[src/rtl/popcount_arb_ctrl.sv]
// Round-robin two-source arbiter feeding a serial bit-population counter.
// Optional POPCNT_EARLY_EXIT_EN: finish the scan once no 1 bits remain.
module popcount_arb_ctrl #(
    parameter int WIDTH = 8,
    parameter int CNT_W = 4
) (
    input  logic             clk,
    input  logic             rst,
    input  logic             req0_valid,
    input  logic [WIDTH-1:0] req0_data,
    output logic             req0_ready,
    input  logic             req1_valid,
    input  logic [WIDTH-1:0] req1_data,
    output logic             req1_ready,
    output logic             out_valid,
    output logic             out_id,
    output logic [CNT_W-1:0] out_ones,
    output logic [CNT_W-1:0] out_zeroes,
    input  logic             out_ready,
    output logic             busy
);

    typedef enum logic [1:0] {
        IDLE,
        SCAN,
        DONE
    } state_t;

    localparam logic [CNT_W-1:0] LAST_IDX = CNT_W'(WIDTH - 1);
    localparam logic [CNT_W-1:0] WORD_LEN = CNT_W'(WIDTH);
    localparam logic [CNT_W-1:0] ONE      = CNT_W'(1);

    state_t           state;
    logic [WIDTH-1:0] shreg;
    logic [CNT_W-1:0] idx;
    logic [CNT_W-1:0] ones;
    logic [CNT_W-1:0] zeroes;
    logic             id;
    logic             last_grant;
    logic             grant0;
    logic             grant1;
    logic             early_hit;

    // Ready is gated by rst so nothing looks accepted while reset is held.
    always_comb begin
        grant0 = 1'b0;
        grant1 = 1'b0;
        if (state == IDLE && !rst) begin
            grant0 = req0_valid && (!req1_valid || last_grant);
            grant1 = req1_valid && (!req0_valid || !last_grant);
        end
    end

    assign req0_ready = grant0;
    assign req1_ready = grant1;

`ifdef POPCNT_EARLY_EXIT_EN
    assign early_hit = (shreg == '0);
`else
    assign early_hit = 1'b0;
`endif

    always_ff @(posedge clk or posedge rst) begin
        if (rst) begin
            state      <= IDLE;
            shreg      <= '0;
            idx        <= '0;
            ones       <= '0;
            zeroes     <= '0;
            id         <= 1'b0;
            last_grant <= 1'b1;
            out_valid  <= 1'b0;
            busy       <= 1'b0;
        end else begin
            unique case (state)
                IDLE: begin
                    if (grant0 || grant1) begin
                        shreg      <= grant1 ? req1_data : req0_data;
                        id         <= grant1;
                        last_grant <= grant1;
                        ones       <= '0;
                        zeroes     <= '0;
                        idx        <= '0;
                        busy       <= 1'b1;
                        state      <= SCAN;
                    end
                end
                SCAN: begin
                    if (early_hit) begin
                        // Remaining bits are all zero: credit them at once.
                        zeroes    <= zeroes + (WORD_LEN - idx);
                        out_valid <= 1'b1;
                        state     <= DONE;
                    end else begin
                        if (shreg[0]) begin
                            ones <= ones + ONE;
                        end else begin
                            zeroes <= zeroes + ONE;
                        end
                        shreg <= shreg >> 1;
                        idx   <= idx + ONE;
                        if (idx == LAST_IDX) begin
                            out_valid <= 1'b1;
                            state     <= DONE;
                        end
                    end
                end
                DONE: begin
                    if (out_ready) begin
                        out_valid <= 1'b0;
                        busy      <= 1'b0;
                        state     <= IDLE;
                    end
                end
                default: begin
                    out_valid <= 1'b0;
                    busy      <= 1'b0;
                    state     <= IDLE;
                end
            endcase
        end
    end

    assign out_id     = id;
    assign out_ones   = ones;
    assign out_zeroes = zeroes;

endmodule
[config.mk]
export PLATFORM = sky130hd
export DESIGN_NAME = popcount_arb_ctrl
export DESIGN_NICKNAME = d
export VERILOG_FILES = /design/src/rtl/popcount_arb_ctrl.sv
export SDC_FILE = /design/constraint.sdc
export NUM_CORES = 1
export LEC_CHECK = 0
export CORE_MARGIN = 2
export CORE_UTILIZATION = 45
export CTS_CLUSTER_DIAMETER = 200
export DETAILED_ROUTE_END_ITERATION = 10
export PLACE_DENSITY = 0.74
export SYNTH_ARGS = -nofsm -noshare
export SYNTH_HDL_FRONTEND = slang
export SYNTH_SLANG_ARGS = --single-unit
[constraint.sdc]
create_clock -name clk -period 3.08 [get_ports clk]
set_input_delay 0.462 -clock clk [delete_from_list [all_inputs] [get_ports clk]]
set_output_delay 0.462 -clock clk [all_outputs]
set_load 0.02 [all_outputs]
==> results.yml <==
outcome:
  status: "finished, final reports clean"
finish:
  layoutNonFillerInstCount: 195
  diodes: 0
  final_util_pct: 62.40
  area_delta_synth_final_pct: 28.47
  drive_gt1_share_pct: 7.927
  nNetsFinal: 189
placement:
  dp.final_hpwl_um: 2243
  io_buffers: 33
  post-place-cells: 191
  place_congestion: 0.7749
global_route:
  grt_max_degree: 27
  met3_usage_pct: 5.022
  grt_pass1_wl_um: 5333
  grt_overflow: 0
  grt_pass1_vias: 1172
  grt.busiest_layer: "met2"
  gr-usage-met1_pct: 26.84
  grt_usage_pct: 20.03
  globalRouteMet2Util_pct: 33.17
  grt_antenna_before_repair: 0
worst_setup_path:
  worstSetupStartpointType: "flop"
  worstPathArrival_ns: 2.22
  path_class: "reg2out"
  r2r-start: "state[1]$_DFFE_PP0P_"
  worstRegToRegCells: 3
  crit_fanout: 17
  end_kind: "output port"
  rrSetupSlack_ns: 1.36
  rr_endpoint: "shreg[5]$_DFFE_PP0P_"
  cp_data_required_time_ns: 2.62
drt:
  routed_via_density: 6.000
  dr.pass1.iters: 4
  vias: 1170
  ant_nets: 0
  wire_per_inst_um: 15.34
  routed_wl_um: 2991
  drc_errors: 0
  drtIter0Drc: 52
clock_network:
  cts_max_level: 1
  clk_pin_slew_ns: 0.14
  numCtsBuffers: 3
  cts_resized: 0
  worstSkewPairLatency_ns: 0.33
  cts_setup_buffers: 0
  root_buffer: "clkbuf_4"
  cts_tree: "built"
  postCtsHoldBufs: 0
  cts.path.max_buffers: 2
  cts.sinks: 26
power_and_ir_drop:
  p_leak_nw: 0.7446
  cellPowerDensity_mw_per_mm2: 961.6
  ir_drop_v: 0.0005350
worst_hold_path:
  min_from: "out_id$_DFFE_PP0P_"
  hold_depth: 1
  hp-class: "reg2reg"
  hold_end: "out_id$_DFFE_PP0P_"
logic_synthesis:
  yosysMostFrequentCell: "dfrtp_1"
  synth_warnings: 0
  yosysSeqAreaShare_pct: 47.84
  ys_seq_elements: 26
  synth_nets: 157
  synth_edf_count: 0
  yosys.area.top_type: "dfrtp_1"
  synth_flop_cell: "dfrtp_1"
  synth.top_cells.by_area: "dfrtp_1, o21ai_0, mux2_2, a221o_1, mux2i_1"
  syn_inst: 133
  netlist_area_mm2: 0.001363
  ys_types: 39
  yosys-top-cells-count: "dfrtp_1, nand2_1, o21ai_0"
  ys_async_sr_fraction_pct: 100.0
  synth_top_area_share_pct: 45.91
  syn_avg_cell_area_um2: 10.24
timing:
  fmax_mhz: 373.2
  final_max_slew_viol_count: 0
  clock_skew_ns: 0.01435
  period_share_pct: 86.99
  timing.final.hold_violations: 0
  relSlewSlack_pct: 36.53
  setup_viol: 0
  tightest_slew_ns: 0.9510
  final.setup.tns_ns: 0
  min_period_ns: 2.679
  rsz0062_at_grt: "no"
floorplan:
  start_util_pct: 48.57
  die_y_um: 59.03
  die_w_um: 59.03
  num_rows: 19
  io_pins: 34
  die-area_mm2: 0.003484
  coreArea_mm2: 0.002805
job:
  maxCapViolCount: 0
[placed cells by master, fill, tap and decap left out, types with 2 or more instances in the layout]
cell type	count
a21oi_1	6
o21ai_1	2
nand2_1	13
a221oi_1	2
inv_1	7
ha_1	3
a31oi_1	5
mux2_2	5
clkdlybuf4s50_1	33
a22o_1	4
dfrtp_1	25
clkbuf_4	3
nand3_1	3
a41oi_1	3
o21a_1	2
mux2i_1	5
a221o_1	5
o22ai_1	3
and3b_1	2
o21ai_0	13
nor2_1	3
[registers in the layout (all words and copies together) (netlist names)]
name and flops:
out_valid 1, shreg 8, busy 1, out_id 1, idx 4, state 2
out_zeroes 4, last_grant 1, out_ones 4
[per-layer routing]
layer  wire length, µm  part of all wire (%)
met5                 0                     0
met4                51                   1.7
met3               136                   4.5
met2              1497                    50
met1              1304                    44
[how the worst max path moves through the flow]
stage               slack, ns  depth (start not counted)                  from         end
floorplan                1.39                          3  state[1]$_DFFE_PP0P_  req0_ready
global placement         0.52                          4                   rst  req0_ready
detailed placement       0.50                          4                   rst  req0_ready
CTS                      0.38                          3  state[1]$_DFFE_PP0P_  req0_ready
global route             0.27                          3  state[1]$_DFFE_PP0P_  req0_ready
finish                   0.40                          3  state[1]$_DFFE_PP0P_  req0_ready
[layout make-up]
| type | instances | area, µm² |
|---|---|---|
| clock buffers | 3 | 22.52 |
| fillers | 247 | 1055 |
| inverters | 7 | 26.28 |
| well taps | 31 | 38.79 |
| flip-flops and latches | 26 | 651.9 |
| repair buffers | 34 | 337.8 |
| multi-input cells | 93 | 643.1 |
| clock inverters | 1 | 30.03 |
[power by group]
group / switching (mW) / internal, mW
combinational: 0.403 / 0.378
sequential: 0.173 / 0.500
clock: 0.0984 / 0.132
[per-stage QoR]
step                setup WS, ns  cell area, µm²  hold WS (ns)  power (mW)
CTS                       0.3791            1750        0.4994       1.690
detailed placement        0.5033            1698        0.4714       1.458
floorplan                  1.388            1363        0.4449       1.189
finish                    0.4008            1750        0.4919       1.683
global route              0.2658            1750        0.5247       1.836
global placement          0.5188            1698        0.4583       1.419
[worst max-delay path, cell delays in order, from the launching register on]
cell and delay [ns]:
dfrtp_1 0.57, or3_1 0.56, nor2_1 0.15, clkdlybuf4s50_1 0.61
[kinds of logic after synthesis]
kind of cell,synth area share [%]
multiplexers,7.805
adder cells (fa/ha/maj),2.755
AND/OR/NAND/NOR,11.66
buffers and inverters,4.958
flip-flops,47.84
AO/OA/AOI/OAI,24.98
No activity file was read; power rests on OpenSTA's default activity.
==> patch, RTL diff (same settings) <==
Encoding of `state_t`: now one-hot (3 bits for 3 states).
--- a/src/rtl/popcount_arb_ctrl.sv
+++ b/src/rtl/popcount_arb_ctrl.sv
@@ -20,10 +20,10 @@
     output logic             busy
 );
 
-    typedef enum logic [1:0] {
-        IDLE,
-        SCAN,
-        DONE
+    typedef enum logic [2:0] {
+        IDLE = 3'b001,
+        SCAN = 3'b010,
+        DONE = 3'b100
     } state_t;
 
     localparam logic [CNT_W-1:0] LAST_IDX = CNT_W'(WIDTH - 1);
Behaviour: no difference found for any inputs over 10 cycles, from zero or initial values and one cycle with rst high; not proved beyond that.
==> patch against the unedited design <==
Sequential cell count up 1; routed wire length shrank 9.4%; design area fell by 1.3%; area after synthesis is 2.2% lower; total power shrank 32%; sequential share of layout area increased by 2.0 points; setup slack better by 0.15 ns; synthesized cell count is 4.5% higher; highest routed layer unchanged.
==> patch: results (changes against the unedited design) <==
- Most frequent cells after synthesis: 25 x dfrtp_1, 14 x nor2_1, 12 x o21ai_0
- Worst Clk Skew: 0.0126 ns (-0.00170 ns)
- Slowest stage delay, CP: 0.63 ns (+0.02 ns)
- Met2 WL: 1340 um (-11%)
- Largest cells by area after synthesis: dfrtp_1 47%, o21ai_0 4.5%, nand3_1 4.1%
- M1 wire length: 1240 um (-4.9%)
- CP top delay family: buffers and inverters
- Layout cell share with drive strength beyond 1: 0.0867 (+0.00744)
- Via count: 1148 (-1.9%)
- Sequential area share after synthesis: 0.509 (+0.0305)
- Drt initial violations: 38 (-27%)
- Maximum number of pins on one net before global-route repair: 28 (+3.7%)
- Gpl congestion: 0.759 (-2.1%)
- Worst R2R Path Depth: 5 (+2)
- VDD IR max: 494 uV (-7.7%)
- Final WL: 2710 um (-9.4%)
- Gr usage total: 0.176 (-0.0240)
- Critical Path AT: 2.06 ns (-0.16 ns)
- Status: complete, no violations
- First-pass GRT wire length: 4650 um (-13%)
- Post-synth net total: 163 (+3.8%)
- Worst-path maximum fanout: 7 (-10)
- Setup slack at placement: 0.547 ns (+0.0439 ns)
- Fillcell total: 265 (+7.3%)
- Levels on crit path: 4 (+1)
- Slowest cell on the critical path: dfstp_2
- Nets: 198 (+4.8%)
- Static leakage: 0.709 nW (-4.7%)
- DP HPWL: 2040 um (-8.8%)
-- patch: cell types whose count changed after synthesis, moves of 3 or more --
cell | before | now
a211oi_1 | 0 | 6
a221o_1 | 5 | 0
a22o_1 | 4 | 0
a31oi_1 | 5 | 2
a41oi_1 | 3 | 0
mux2_2 | 5 | 0
mux2i_1 | 5 | 0
nand3_1 | 3 | 11
nor2_1 | 3 | 14
nor3_1 | 1 | 6
o22ai_1 | 3 | 8
xnor2_1 | 0 | 3
-- patch: area by class of cell --
class                           count  area share
Clock inverter                      1     0.00434
Clock buffer                        3      0.0130
Multi-Input combinational cell    101       0.353
Sequential cell                    27       0.392
Tap cell                           31      0.0224
Timing Repair Buffer               36       0.204
Inverter                            5      0.0109
-- patch: final timing paths --
path	end	start	slack, ns
setup / recovery	req0_ready	state[0]	0.56
hold / removal	out_ones[3]	out_ones[3]	0.51
setup reg to reg	out_zeroes[3]	state[0]	1.14
hold reg to reg	out_ones[3]	out_ones[3]	0.51
max in group asynchronous	idx[1]	rst	1.70
min in group asynchronous	shreg[4]	rst	0.76
-- patch: layer usage --
| layer | GRT usage | up-vias |
|---|---|---|
| met5 | 0 | - |
| met4 | 0.0631 | 0 |
| met3 | 0.0286 | 2 |
| met2 | 0.311 | 30 |
| met1 | 0.217 | 543 |
| li1 | - | 573 |
-- patch: where the power goes --
group | total [mW] | leakage [nW] | internal [mW] | switching, mW
clock | 0.152 | 0.0139 | 0.0495 | 0.103
combinational | 0.435 | 0.357 | 0.205 | 0.230
sequential | 0.561 | 0.339 | 0.468 | 0.0927
total | 1.15 | 0.709 | 0.723 | 0.425
-- patch: cell families (layout without fill, tap and decap cells) --
kind of cell,count (synthesis),after routing,synth area share
XOR/XNOR,4,4,0.0263
flip-flops,27,27,0.509
AO/OA/AOI/OAI,42,42,0.200
adder cells (fa/ha/maj),3,3,0.0282
buffers and inverters,11,45,0.0338
AND/OR/NAND/NOR,52,52,0.203
-- patch: metrics by stage --
step | std cells | cell area (sq um) | util
detailed placement | 200 | 1700 | 0.610
finish | 204 | 1730 | 0.621
global route | 204 | 1730 | 0.621
CTS | 204 | 1730 | 0.621
global placement | 200 | 1700 | 0.610
floorplan | 139 | 1330 | -
-- patch: worst register-to-register path, delay by kind of cell, from the launching register on --
| kind | cells | cell delay, ns |
|---|---|---|
| AO/OA/AOI/OAI | 3 | 0.77 |
| buffers and inverters | 1 | 0.24 |
| flip-flops | 1 | 0.63 |
| AND/OR/NAND/NOR | 1 | 0.26 |
